<file path="src/rtl/data_sync_tx.sv">
// Source-domain launcher for a multi-bit CDC: holds a word on a stable bus and runs a four-phase
// req/ack handshake against a synchronized acknowledge. Optional skid buffer: `DATA_SYNC_TX_SKID_EN.
module data_sync_tx #(
    parameter int BUS_WIDTH  = 8,
    parameter int NUM_STAGES = 2
) (
    input  logic                 i_clk,
    input  logic                 i_rst_n,
    input  logic [BUS_WIDTH-1:0] i_tx_data,
    input  logic                 i_tx_valid,
    output logic                 o_tx_ready,
    input  logic                 i_ack_async,
    output logic [BUS_WIDTH-1:0] o_sync_bus,
    output logic                 o_bus_enable,
    output logic                 o_busy,
    output logic                 o_tx_done
);

    typedef enum logic [1:0] {
        ST_IDLE    = 2'd0,
        ST_REQ     = 2'd1,
        ST_RELEASE = 2'd2
    } state_t;

    state_t                r_state;
    state_t                w_state_next;
    logic [NUM_STAGES-1:0] r_ack_chain;
    logic                  w_ack_sync;
    logic                  r_out_of_reset;
    logic [BUS_WIDTH-1:0]  r_sync_bus;
    logic                  r_bus_enable;
    logic                  r_tx_done;
    logic                  w_tx_ready;
    logic                  w_accept;
    logic                  w_load_direct;
    logic                  w_done_next;

`ifdef DATA_SYNC_TX_SKID_EN
    logic                  r_hold_full;
    logic [BUS_WIDTH-1:0]  r_hold_data;
    logic                  w_fill_hold;
    logic                  w_drain_hold;
`endif

    assign w_ack_sync = r_ack_chain[NUM_STAGES-1];

    // A stale acknowledge seen in IDLE blocks new words until the destination lets go.
`ifdef DATA_SYNC_TX_SKID_EN
    assign w_tx_ready = r_out_of_reset && !r_hold_full && !((r_state == ST_IDLE) && w_ack_sync);
`else
    assign w_tx_ready = r_out_of_reset && (r_state == ST_IDLE) && !w_ack_sync;
`endif

    assign w_accept     = i_tx_valid && w_tx_ready;
    assign o_tx_ready   = w_tx_ready;
    assign o_sync_bus   = r_sync_bus;
    assign o_bus_enable = r_bus_enable;
    assign o_busy       = (r_state != ST_IDLE);
    assign o_tx_done    = r_tx_done;

    always_ff @(posedge i_clk or negedge i_rst_n) begin
        if (!i_rst_n) begin
            r_ack_chain    <= '0;
            r_out_of_reset <= 1'b0;
        end else begin
            r_ack_chain    <= {r_ack_chain[NUM_STAGES-2:0], i_ack_async};
            r_out_of_reset <= 1'b1;
        end
    end

    always_comb begin
        w_state_next  = r_state;
        w_load_direct = 1'b0;
        w_done_next   = 1'b0;
`ifdef DATA_SYNC_TX_SKID_EN
        w_fill_hold   = 1'b0;
        w_drain_hold  = 1'b0;
`endif
        case (r_state)
            ST_IDLE: begin
                if (w_accept) begin
                    w_state_next  = ST_REQ;
                    w_load_direct = 1'b1;
                end
            end
            ST_REQ: begin
                if (w_ack_sync) begin
                    w_state_next = ST_RELEASE;
                end
`ifdef DATA_SYNC_TX_SKID_EN
                w_fill_hold = w_accept;
`endif
            end
            ST_RELEASE: begin
                if (!w_ack_sync) begin
                    w_done_next  = 1'b1;
                    w_state_next = ST_IDLE;
`ifdef DATA_SYNC_TX_SKID_EN
                    // A word accepted on the exit edge itself goes straight onto the bus.
                    if (r_hold_full) begin
                        w_state_next = ST_REQ;
                        w_drain_hold = 1'b1;
                    end else if (w_accept) begin
                        w_state_next  = ST_REQ;
                        w_load_direct = 1'b1;
                    end
`endif
                end
`ifdef DATA_SYNC_TX_SKID_EN
                else begin
                    w_fill_hold = w_accept;
                end
`endif
            end
            default: begin
                w_state_next = ST_IDLE;
            end
        endcase
    end

    // Bus and request only change together on REQ entry, so the bus is stable while enable is high.
    always_ff @(posedge i_clk or negedge i_rst_n) begin
        if (!i_rst_n) begin
            r_state      <= ST_IDLE;
            r_sync_bus   <= '0;
            r_bus_enable <= 1'b0;
            r_tx_done    <= 1'b0;
        end else begin
            r_state      <= w_state_next;
            r_bus_enable <= (w_state_next == ST_REQ);
            r_tx_done    <= w_done_next;
            if (w_load_direct) begin
                r_sync_bus <= i_tx_data;
`ifdef DATA_SYNC_TX_SKID_EN
            end else if (w_drain_hold) begin
                r_sync_bus <= r_hold_data;
`endif
            end
        end
    end

`ifdef DATA_SYNC_TX_SKID_EN
    always_ff @(posedge i_clk or negedge i_rst_n) begin
        if (!i_rst_n) begin
            r_hold_full <= 1'b0;
            r_hold_data <= '0;
        end else if (w_fill_hold) begin
            r_hold_full <= 1'b1;
            r_hold_data <= i_tx_data;
        end else if (w_drain_hold) begin
            r_hold_full <= 1'b0;
        end
    end
`endif

endmodule

</file>
<file path="config.mk">
export PLATFORM = sky130hd
export DESIGN_NAME = data_sync_tx
export DESIGN_NICKNAME = d
export VERILOG_FILES = /design/src/rtl/data_sync_tx.sv
export SDC_FILE = /design/constraint.sdc
export NUM_CORES = 1
export LEC_CHECK = 0
export BUFFER_PORTS_ARGS = -buffer_cell sky130_fd_sc_hd__buf_2
export CELL_PAD_IN_SITES_DETAIL_PLACEMENT = 1
export CELL_PAD_IN_SITES_GLOBAL_PLACEMENT = 2
export CORE_ASPECT_RATIO = 0.8
export CORE_UTILIZATION = 30
export CTS_BUF_LIST = sky130_fd_sc_hd__clkbuf_8
export CTS_CLUSTER_SIZE = 25
export DETAILED_ROUTE_END_ITERATION = 10
export HOLD_SLACK_MARGIN = 0.08
export PLACE_DENSITY = 0.9
export SKIP_CTS_REPAIR_TIMING = 1
export SYNTH_ARGS = -nofsm -noshare
export SYNTH_HDL_FRONTEND = slang
export SYNTH_SLANG_ARGS = --single-unit
</file>
<file path="constraint.sdc">
create_clock -name i_clk -period 1.55 [get_ports i_clk]
set_input_delay 0.0775 -clock i_clk [delete_from_list [all_inputs] [get_ports i_clk]]
set_output_delay 0.0775 -clock i_clk [all_outputs]
set_load 0.005 [all_outputs]
</file>
## After elaboration in Yosys (flattened, before gate mapping)

Cells that the tools add are included.

| operators by class | value |
|---|---|
| equal/unequal tests | 3 |
| multiplexer cells | 8 |
| reductions and logical operators | 6 |

Operators by type and width:

| kind | count |
|---|---|
| 2-to-1 mux 2 bit | 3 |
| one-hot mux 2 bit (3 select lines) | 1 |
| equality test 2 x 1 -> 1 bit (second input constant) | 2 |
| 2-to-1 mux 1 bit | 4 |
| logical AND 1 bit | 3 |
| equality test 2 bit (second input constant) | 1 |
| zero test 2 bit | 1 |
| nonzero test 2 bit | 1 |
| zero test 1 bit | 1 |

| storage, ports and cells | value |
|---|---|
| register bits | 15 |
| output and inout port bits | 12 |
| word-level logic and storage cells | 23 |

## Logic depth before layout (Yosys ltp)

| depth | value |
|---|---|
| word-level depth | 7 |
| depth in mapped cells | 3 |
| mapped depth without buffers | 3 |

## Worst setup path after synthesis

OpenSTA, ideal clock, no wires.

| timing | value |
|---|---|
| path kind | reg-to-reg |
| start point | register r_ack_chain[1] |
| end point | register r_sync_bus[0], in the netlist o_sync_bus[0] |
| setup time | 0.125 ns |
| arrival | 1.176 ns |
| required time | 1.425 ns |
| path slack | 0.249 ns |
| cell stages (with the launch flop) | 4 |
| cell sequence | dfrtp_1 -> nor4b_4 -> nand2_4 -> mux2_2 |

| between the ends | value |
|---|---|
| longest elaborated chain between the ends | 5 |

Ends and longest elaborated chain:

| element | line | text |
|---|---|---|
| start: declaration | 27 | `logic [NUM_STAGES-1:0] r_ack_chain;` |
| start signal: assignment | 66 | `r_ack_chain <= {r_ack_chain[NUM_STAGES-2:0], i_ack_async};` |
| zero test 1 bit | - |  |
| logical AND 1 bit | 51 | `assign w_tx_ready = r_out_of_reset && (r_state == ST_IDLE) && !w_ack_sync;` |
| via o_tx_ready | 11 | `output logic o_tx_ready,` |
| logical AND 1 bit | 54 | `assign w_accept = i_tx_valid && w_tx_ready;` |
| 2-to-1 mux 1 bit | 81 | `if (w_accept) begin` |
| 2-to-1 mux 1 bit | 79 | `case (r_state)` |
| end signal: assignment | 133 | `r_sync_bus <= i_tx_data;` |
| end: declaration | 30 | `logic [BUS_WIDTH-1:0] r_sync_bus;` |

The timed path passes the listed nets, and every way through them passes these cells.
A chain may end at the register's enable or synchronous reset.

## Worst setup path in the final report

| timing | value |
|---|---|
| start point | register r_ack_chain[1] |
| end point | register r_sync_bus[6], in the netlist o_sync_bus[6] |

| between the ends | value |
|---|---|
| longest elaborated chain between the ends | 5 |

Ends and longest elaborated chain:

| element | line |
|---|---|
| zero test 1 bit | - |
| logical AND 1 bit | 51 |
| logical AND 1 bit | 54 |
| 2-to-1 mux 1 bit | 81 |
| 2-to-1 mux 1 bit | 79 |

No other way between the ends.

==> results.txt <==
The run finished with clean final reports. The power density normalized to cell area works out to 1200 mW/mm2. The first TritonRoute pass finished after 2 iterations. By area the synthesized netlist is led by dfrtp_1 69%, mux2_2 17%, nor4b_4 4.4%. The worst path arrival time came out at 1.49 ns. No sink is reached through more buffers than the 2 on the longest clock path. The effective utilization at floorplan was 0.328; the number of rows in the core area was 13. Counting every sink on the clock net gives 15.

The tool flagged a number of max-cap violations equal to 0. The area share of the leading cell type in the synthesized netlist was 0.690; the area of the mapped netlist was 544 um2. For this design the static power due to leakage is 0.419 nW. In this run, synthesis produced a sequential element count of 15. The CTS H-tree depth was 1.

The critical path start-end classification was reg2reg. The netlist uses 10 different library cells. The area enclosed by the die boundary was 0.00199 mm2; the maximum net fanout on the critical path was 10. Each instance of the synthesized netlist takes up on average 16.5 um2. The share of synthesized area occupied by flip-flops and latches is 0.690, and the count of pins over their slew limit is 0. The run gives 1 as the number of DRC markers after the initial detailed-route iteration. The tools report the data required time of the critical path as 1.68 ns.

Of all cell types, the one taking the most synthesized area is dfrtp_1. The run gives 0.737 as the placer's final routability congestion estimate. The total area inside the core boundary comes to 0.00166 mm2. Pin placement for this block handled 24 I/O pins. The fmax was 731 MHz. The tools report the critical path capture point type as a flop. The run gives 0.502 as the utilization of the core after routing. The clock skew was 0.000973 ns; the post-route clock period utilization was 0.883. The overall routing resource usage was 0.101. Setup violations remaining at the end of the flow were counted as 0.

Layout filler cell count: 183. The tools report the critical path startpoint category as a flop. The final net count is 83, and the via count of the first global-routing pass is 325. The count of buffers added on input and output ports is 23. The run gives 78 as the count of placed standard cells including taps. The first global-routing pass estimated 1370 um of wire. The worst slack at placement is 0.161 ns, and the total negative setup slack is 0 ns.

In this run the remaining antenna-violating nets after routing total 0. The clock reaches the later pin of the worst-skew pair after 0.24 ns. The clock root buffer is clkbuf_8. The total overflow left after global routing is 0.

Number of nets in the synthesized netlist: 45. The antenna diode count was 0. The ratio of cells with drive above 1 in the final layout is 0.529, and the count of mapped cells out of synthesis is 33. The tools report the final hold violation count as 0. The pin count of the biggest net entering global routing is 16, and the die boundary height is 40.1 um.

Dividing the detail-routed wire length by the instance count gives 11.2 um. The area growth from synthesis to final layout is 52.9%. TritonCTS built the clock tree. The clock-pin transition on the worst setup and hold timing paths was 0.06 ns; the aggregate routed wire length was 1030 um. In the post-route analysis, the smallest setup slack over all paths is 0.181 ns. Post-DP HPWL: 657 um. The number of non-filler instances in the completed layout was 92.

The number of vias per cell after detailed routing was 4.30; the final critical path time including I/O delays and setup was 1.37 ns. The clock buffer count from CTS came out at 3. The routed layout has 396 vias. During synthesis, Yosys emitted a total of 0 warnings.

IR analysis of the VDD net gives a maximum drop of 0.597 mV. Setup repair after global routing left no endpoint under its margin. The remaining design rule violation count is 0, and the horizontal die dimension is 49.6 um. Type of the worst min-delay path: in2reg.

Number of antenna violations at the first check in global routing: 0.
## sequential cells by signal (all words and copies together) (netlist names)
signal,cells
r_ack_chain,2
o_sync_bus,8
r_state,2
o_tx_done,1
o_bus_enable,1
r_out_of_reset,1
## logic make-up after synthesis
group | Yosys count | share of synthesized area
simple gates | 6 | 0.106
other cells | 1 | 0.00689
compound gates | 3 | 0.0322
mux | 8 | 0.166
flops | 15 | 0.690
## critical path, cell delays in order (launching register included)
cell     delay [ns]
dfrtp_1        0.43
nor4b_4        0.37
nand2_4        0.15
mux2_2         0.30
## cells in the mapped netlist, drive strengths merged
| cell | instances |
|---|---|
| nor4b | 1 |
| conb | 1 |
| a21boi | 1 |
| dfrtp | 15 |
| o21ai | 2 |
| nand2b | 2 |
| nand2 | 1 |
| nor2 | 1 |
| mux2 | 8 |
| or2 | 1 |
## final timing paths
check,start,endpoint,slack [ns],cells after the start
max in group asynchronous,i_rst_n,r_state[1]$_DFF_PN0_,1.04,2
max,r_ack_chain[1]$_DFF_PN0_,o_sync_bus[6]$_DFFE_PN0P_,0.18,3
min,i_tx_valid,o_bus_enable$_DFF_PN0_,0.16,3
max reg2reg,r_ack_chain[1]$_DFF_PN0_,o_sync_bus[6]$_DFFE_PN0P_,0.18,3
min in group asynchronous,i_rst_n,o_sync_bus[6]$_DFFE_PN0P_,0.27,2
min reg2reg,r_ack_chain[0]$_DFF_PN0_,r_ack_chain[1]$_DFF_PN0_,0.36,0
## per-stage QoR
stage	total power, mW	area, um2	hold slack (ns)
3_3_place_gp	0.687	687	-0.00594
3_5_place_dp	0.691	687	-0.00586
4_1_cts	1.00	732	-0.272
5_1_grt	1.07	832	0.169
6_report	1.00	832	0.156
2_1_floorplan	0.590	544	-0.218
## cells in the final DEF (no fill, tap or decap), drive strengths merged
cell | netlist | layout
nand2 | 1 | 1
nor4b | 1 | 1
dfrtp | 15 | 15
conb | 1 | 1
nand2b | 2 | 2
clkbuf | 0 | 3
o21ai | 2 | 2
buf | 0 | 23
mux2 | 8 | 8
a21boi | 1 | 1
inv | 0 | 1
nor2 | 1 | 1
or2 | 1 | 1
dlygate4sd3 | 0 | 10
## report_power, final
part	leakage, nW	internal (mW)	total (mW)	switching [mW]
logic	0.209	0.128	0.201	0.0727
registers	0.184	0.464	0.503	0.0384
clock network	0.0269	0.175	0.297	0.122
## metal layers
| metal | track usage | share of wire | wire [um] |
|---|---|---|---|
| met1 | 0.127 | 0.42 | 431 |
| met2 | 0.128 | 0.50 | 514 |
| met3 | 0.0492 | 0.082 | 85 |
| met4 | 0.0857 | 0 | 0 |
| met5 | 0 | 0 | 0 |
## final cells by class
type	count	area [um2]	share of cell area
multi-input combinational	18	169	0.203
clock buffer	3	41.3	0.0496
timing repair buffer	33	215	0.259
clock inverter	1	3.75	0.00451
sequential	15	375	0.451
tap	22	27.5	0.0331
(Power assumes the default switching activity.)
